`config.mk`:
```
export PLATFORM = sky130hd
export DESIGN_NAME = bus_sequencer
export DESIGN_NICKNAME = d
export VERILOG_FILES = /design/src/rtl/bus_sequencer.sv
export SDC_FILE = /design/constraint.sdc
export NUM_CORES = 1
export LEC_CHECK = 0
export ABC_CLOCK_PERIOD_IN_PS = 1800
export CAP_MARGIN = 20
export CORE_AREA = 4 4 41 43
export CTS_BUF_LIST = sky130_fd_sc_hd__clkbuf_8
export DETAILED_ROUTE_END_ITERATION = 7
export DIE_AREA = 0 0 45 47
export GPL_ROUTABILITY_DRIVEN = 0
export PLACE_DENSITY = 0.77
export SLEW_MARGIN = 20
export SYNTH_ARGS = -nofsm -noshare
export SYNTH_HDL_FRONTEND = slang
export SYNTH_SLANG_ARGS = --single-unit
```
`constraint.sdc`:
```
create_clock -name clk -period 1.8 [get_ports clk]
set_input_delay 0.18 -clock clk [delete_from_list [all_inputs] [get_ports clk]]
set_output_delay 0.18 -clock clk [all_outputs]
set_load 0.01 [all_outputs]
```
`src/rtl/bus_sequencer.sv`:
```
// Microcoded T-state sequencer for a simple accumulator CPU: steps T0..T4 and
// decodes bus driver enables and capture strobes from T-state and opcode.
module bus_sequencer #(
    parameter int unsigned OPW = 4
) (
    input  logic           clk,
    input  logic           reset,
    input  logic           run,
    input  logic [OPW-1:0] ir_opcode,
    input  logic           c_zero,
    output logic           pc_oe,
    output logic           ram_oe,
    output logic           ir_oe,
    output logic           c_oe,
    output logic           pc_ld,
    output logic           pc_inc,
    output logic           mar_ld,
    output logic           ram_we,
    output logic           ir_ld,
    output logic           b_ld,
    output logic           c_ld,
    output logic           out_ld,
    output logic           c_sel,
    output logic           alu_sub,
    output logic           halted,
    output logic [2:0]     tstate
);

    typedef enum logic [2:0] {
        T0 = 3'd0,
        T1 = 3'd1,
        T2 = 3'd2,
        T3 = 3'd3,
        T4 = 3'd4
    } tstate_t;

    localparam logic [OPW-1:0] OP_LDA = OPW'(1);
    localparam logic [OPW-1:0] OP_ADD = OPW'(2);
    localparam logic [OPW-1:0] OP_SUB = OPW'(3);
    localparam logic [OPW-1:0] OP_STA = OPW'(4);
    localparam logic [OPW-1:0] OP_LDI = OPW'(5);
    localparam logic [OPW-1:0] OP_JMP = OPW'(6);
    localparam logic [OPW-1:0] OP_JZ  = OPW'(7);
    localparam logic [OPW-1:0] OP_OUT = OPW'(8);
    localparam logic [OPW-1:0] OP_HLT = OPW'(15);

    tstate_t r_state;
    tstate_t w_next;
    logic    r_halted;
    logic    w_halt_set;
    logic    w_en;

    // Reset is included so the combinational strobes stay low while it is held.
    assign w_en   = run & ~r_halted & ~reset;
    assign halted = r_halted;
    assign tstate = r_state;

    always_ff @(posedge clk or posedge reset) begin
        if (reset) begin
            r_state  <= T0;
            r_halted <= 1'b0;
        end else begin
            r_state <= w_next;
            if (w_halt_set) begin
                r_halted <= 1'b1;
            end
        end
    end

    always_comb begin
        w_next     = r_state;
        w_halt_set = 1'b0;
        pc_oe      = 1'b0;
        ram_oe     = 1'b0;
        ir_oe      = 1'b0;
        c_oe       = 1'b0;
        pc_ld      = 1'b0;
        pc_inc     = 1'b0;
        mar_ld     = 1'b0;
        ram_we     = 1'b0;
        ir_ld      = 1'b0;
        b_ld       = 1'b0;
        c_ld       = 1'b0;
        out_ld     = 1'b0;
        c_sel      = 1'b0;
        alu_sub    = 1'b0;
        if (w_en) begin
            case (r_state)
                T0: begin
                    pc_oe  = 1'b1;
                    mar_ld = 1'b1;
                    w_next = T1;
                end
                T1: begin
                    ram_oe = 1'b1;
                    ir_ld  = 1'b1;
                    pc_inc = 1'b1;
                    w_next = T2;
                end
                T2: begin
                    w_next = T0;
                    case (ir_opcode)
                        OP_LDA, OP_ADD, OP_SUB, OP_STA: begin
                            ir_oe  = 1'b1;
                            mar_ld = 1'b1;
                            w_next = T3;
                        end
                        OP_LDI: begin
                            ir_oe = 1'b1;
                            c_ld  = 1'b1;
                            c_sel = 1'b1;
                        end
                        OP_JMP: begin
                            ir_oe = 1'b1;
                            pc_ld = 1'b1;
                        end
                        OP_JZ: begin
                            ir_oe = c_zero;
                            pc_ld = c_zero;
                        end
                        OP_OUT: begin
                            c_oe   = 1'b1;
                            out_ld = 1'b1;
                        end
                        OP_HLT:  w_halt_set = 1'b1;
                        default: ;
                    endcase
                end
                T3: begin
                    w_next = T0;
                    case (ir_opcode)
                        OP_LDA: begin
                            ram_oe = 1'b1;
                            c_ld   = 1'b1;
                            c_sel  = 1'b1;
                        end
                        OP_ADD, OP_SUB: begin
                            ram_oe = 1'b1;
                            b_ld   = 1'b1;
                            w_next = T4;
                        end
                        OP_STA: begin
                            c_oe   = 1'b1;
                            ram_we = 1'b1;
                        end
                        default: ;
                    endcase
                end
                T4: begin
                    w_next = T0;
                    if (ir_opcode == OP_ADD || ir_opcode == OP_SUB) begin
                        c_ld    = 1'b1;
                        alu_sub = (ir_opcode == OP_SUB);
                    end
                end
                default: w_next = T0;
            endcase
        end
    end

endmodule

```
==> summary.txt <==
Timing
  • Slew margin rel.: 75.27%
  • Final Skew: 0.006104 ns
  • F_max: 507.7 MHz
  • Worst-margin pin slew: 0.3671 ns
  • Hold Vio Cnt, Final: 0
  • Setup Viol. Count Final: 6
  • Final Critical Period: 1.969 ns
  • Final slew viol count: 0
  • PnR worst setup slack: -0.1695 ns
  • RSZ-0062 raised after global routing: yes
  • Final period utilization: 109.4%

Critical path
  • R2R setup slack: 0.03 ns
  • Crit path capture type: output port
  • CP Max Fanout: 3
  • WP data required: 1.62 ns
  • WP data arrival: 1.79 ns
  • Startpoint Class: input pin
  • Critical path type: in2out

Power
  • Static Leak: 0.4832 nW
  • PD cells: 981.7 mW/mm2
  • Max VDD drop: 0.4988 mV
  • Total power: 1.027 mW

GRT
  • Largest net degree at the start of global routing: 11
  • GRT overflow: 0
  • Vias in the first global route: 756
  • Initial antenna violation count: 0
  • First-pass GRT wire length: 3243 um
  • Total track usage: 21.84%

Detailed routing
  • Post-Route M1 WL: 945 um
  • Wirelength per Cell: 18.07 um
  • WL met3: 181 um
  • Post-Route WL: 2403 um
  • Vias: 807
  • Detail Route Antenna Nets: 0
  • Starting DRT DRC Count: 16
  • Drt via density: 6.068
  • Met2 Routed Length: 1256 um
  • Drt drc: 0
  • DR pass1 iterations: 5
  • DR top layer: met4

Floorplanning
  • Die width: 45 um
  • Initial core utilization: 35.19%
  • Die height: 47 um
  • Die Footprint: 0.002115 mm2
  • Core box area: 0.001301 mm2
  • IO Count: 26
  • Rows: 13

Synthesis
  • Post-synth top area share: 21.86%
  • Area contributors post-synth: dfrtp_1, nor2_1, nor4_1
  • Ys Warns: 0
  • Leading area contributor after synthesis: dfrtp_1
  • Post-synthesis net count: 72
  • Top cells by count, synth: nor2_1, nand2_1, clkbuf_1, dfrtp_1, nor4_1
  • Count leader, synth: nor2_1
  • Syn Area/Cell: 7.155 um2
  • Post-synthesis mux area share: 2.186%
  • Post-synth EDFFs: 0
  • Sequential share of the synthesized area: 21.86%
  • Cells after synthesis: 64
  • Synth Area in Compound Gates: 15.03%
  • Largest family of logic cells by synthesized area: simple AND/OR/NAND/NOR gates
  • Synth Flop Type: dfrtp_1
  • XOR/XNOR share of the synthesized area: 1.913%
  • Cell Area, Synth: 457.9 um2
  • Synth Area in Adders: 0%
  • #FFs+latches synth: 4
  • Asr flop ratio synth: 100.0%
  • Post-synthesis simple-gate area fraction: 49.73%
  • Synth cell types: 34

Outcome
  • Outcome: finished with violations
  • Violations in the final reports: setup timing

Clock tree
  • Hold-fix buffers, CTS: 0
  • Clock Path Buffers: 2
  • Clock root buffer: clkbuf_8
  • CTS tree: done
  • H-tree Lvls: 1
  • Num CTS Buffers: 3
  • Clk slew on worst S/H paths: 0.04 ns
  • Clk_lat worst skew: 0.22 ns
  • CTS sink cnt: 4

Layout
  • Design area: 0.001046 mm2
  • Share of cells above drive strength 1: 56.78%
  • Fin nets: 128
  • N_diodes: 0
  • Area Overhead vs Synth: 128.4%
  • Fin cells: 133

Placement
  • Port bufs: 25
  • Placement Cell Area: 890.9 um2
  • Cell Count Post-Placement: 123
  • Hpwl dp: 1440 um

Flow run
  • # Max-Cap Violations: 0

Worst hold path
  • Worst hold path class: in2async
routing by layer:
metal	vias to the layer above	GRT usage [%]
met1	400	22.83
met4	0	11.11
met2	52	40.96
met5	-	0
li1	349	-
met3	6	4.598
area by class of cell:
class / instances / area, um2
well taps: 15 / 18.77
fillers: 92 / 255.2
clock buffers: 3 / 41.29
flip-flops and latches: 4 / 103.9
inverters: 3 / 11.26
multi-input cells: 50 / 421.7
repair buffers: 58 / 449.2
critical path: stages:
cell and delay [ns]:
clkdlybuf4s50_1 0.52, or4b_4 0.52, buf_6 0.16, buf_6 0.12, nor3_4 0.14, buf_2 0.16
layout by cell type (no fill, tap or decap), types with 2 or more instances in the layout:
cell	count
clkdlybuf4s50_1	9
buf_4	30
nand3_1	2
o21ai_0	2
nor4_4	3
dlygate4sd2_1	2
clkdlybuf4s15_2	2
buf_2	9
inv_1	3
nor3b_1	2
nor3_4	2
nor3_2	2
clkbuf_8	3
nor2_1	6
buf_6	3
clkbuf_2	3
nand2_1	6
dfrtp_2	3
nand4_1	2
registers in the layout, indices dropped and copies added, names as in the netlist:
signal	count
tstate	3
halted	1
cell families after synthesis:
group	after synthesis
mux	1
compound gates	10
buf+inv	10
simple gates	38
xor+xnor	1
flops	4
power breakdown:
| group | internal [mW] | switching, mW | total, mW |
|---|---|---|---|
| Sequential | 0.124 | 0.0686 | 0.192 |
| Combinational | 0.327 | 0.314 | 0.641 |
| Clock | 0.143 | 0.0511 | 0.194 |
path summary, 6_finish.rpt:
kind	start	end	cells after the start
max in group asynchronous	reset	halted$_DFFE_PP0P_	2
min in group clk	tstate[2]$_DFFE_PP0P_	tstate[2]$_DFFE_PP0P_	3
setup / recovery	run	ram_oe	6
hold / removal	reset	tstate[1]$_DFFE_PP0P_	2
setup reg to reg	tstate[2]$_DFFE_PP0P_	halted$_DFFE_PP0P_	6
hold reg to reg	tstate[2]$_DFFE_PP0P_	tstate[2]$_DFFE_PP0P_	3
timing repair:
item / in CTS / in global routing
gates resized for setup: 59 / 22
pin swaps: 4 / 6
setup buffers: 4 / 3
endpoints found under the setup margin: 14 / 14
stage by stage:
stage / utilization [%] / setup TNS, ns / hold WS (ns) / setup WS (ns)
4_1_cts: 74.81 / -0.2588 / 0.04257 / -0.1000
5_1_grt: 80.38 / -0.8539 / 0.1366 / -0.2069
3_5_place_dp: 68.46 / -6.147 / 0.4585 / -0.5311
2_1_floorplan: - / 0 / -0.05392 / 0.04858
3_3_place_gp: 68.46 / -5.816 / 0.4334 / -0.5043
6_report: 80.38 / -0.3676 / 0.1123 / -0.1695
Note: power is estimated with default switching activity, not from simulation.
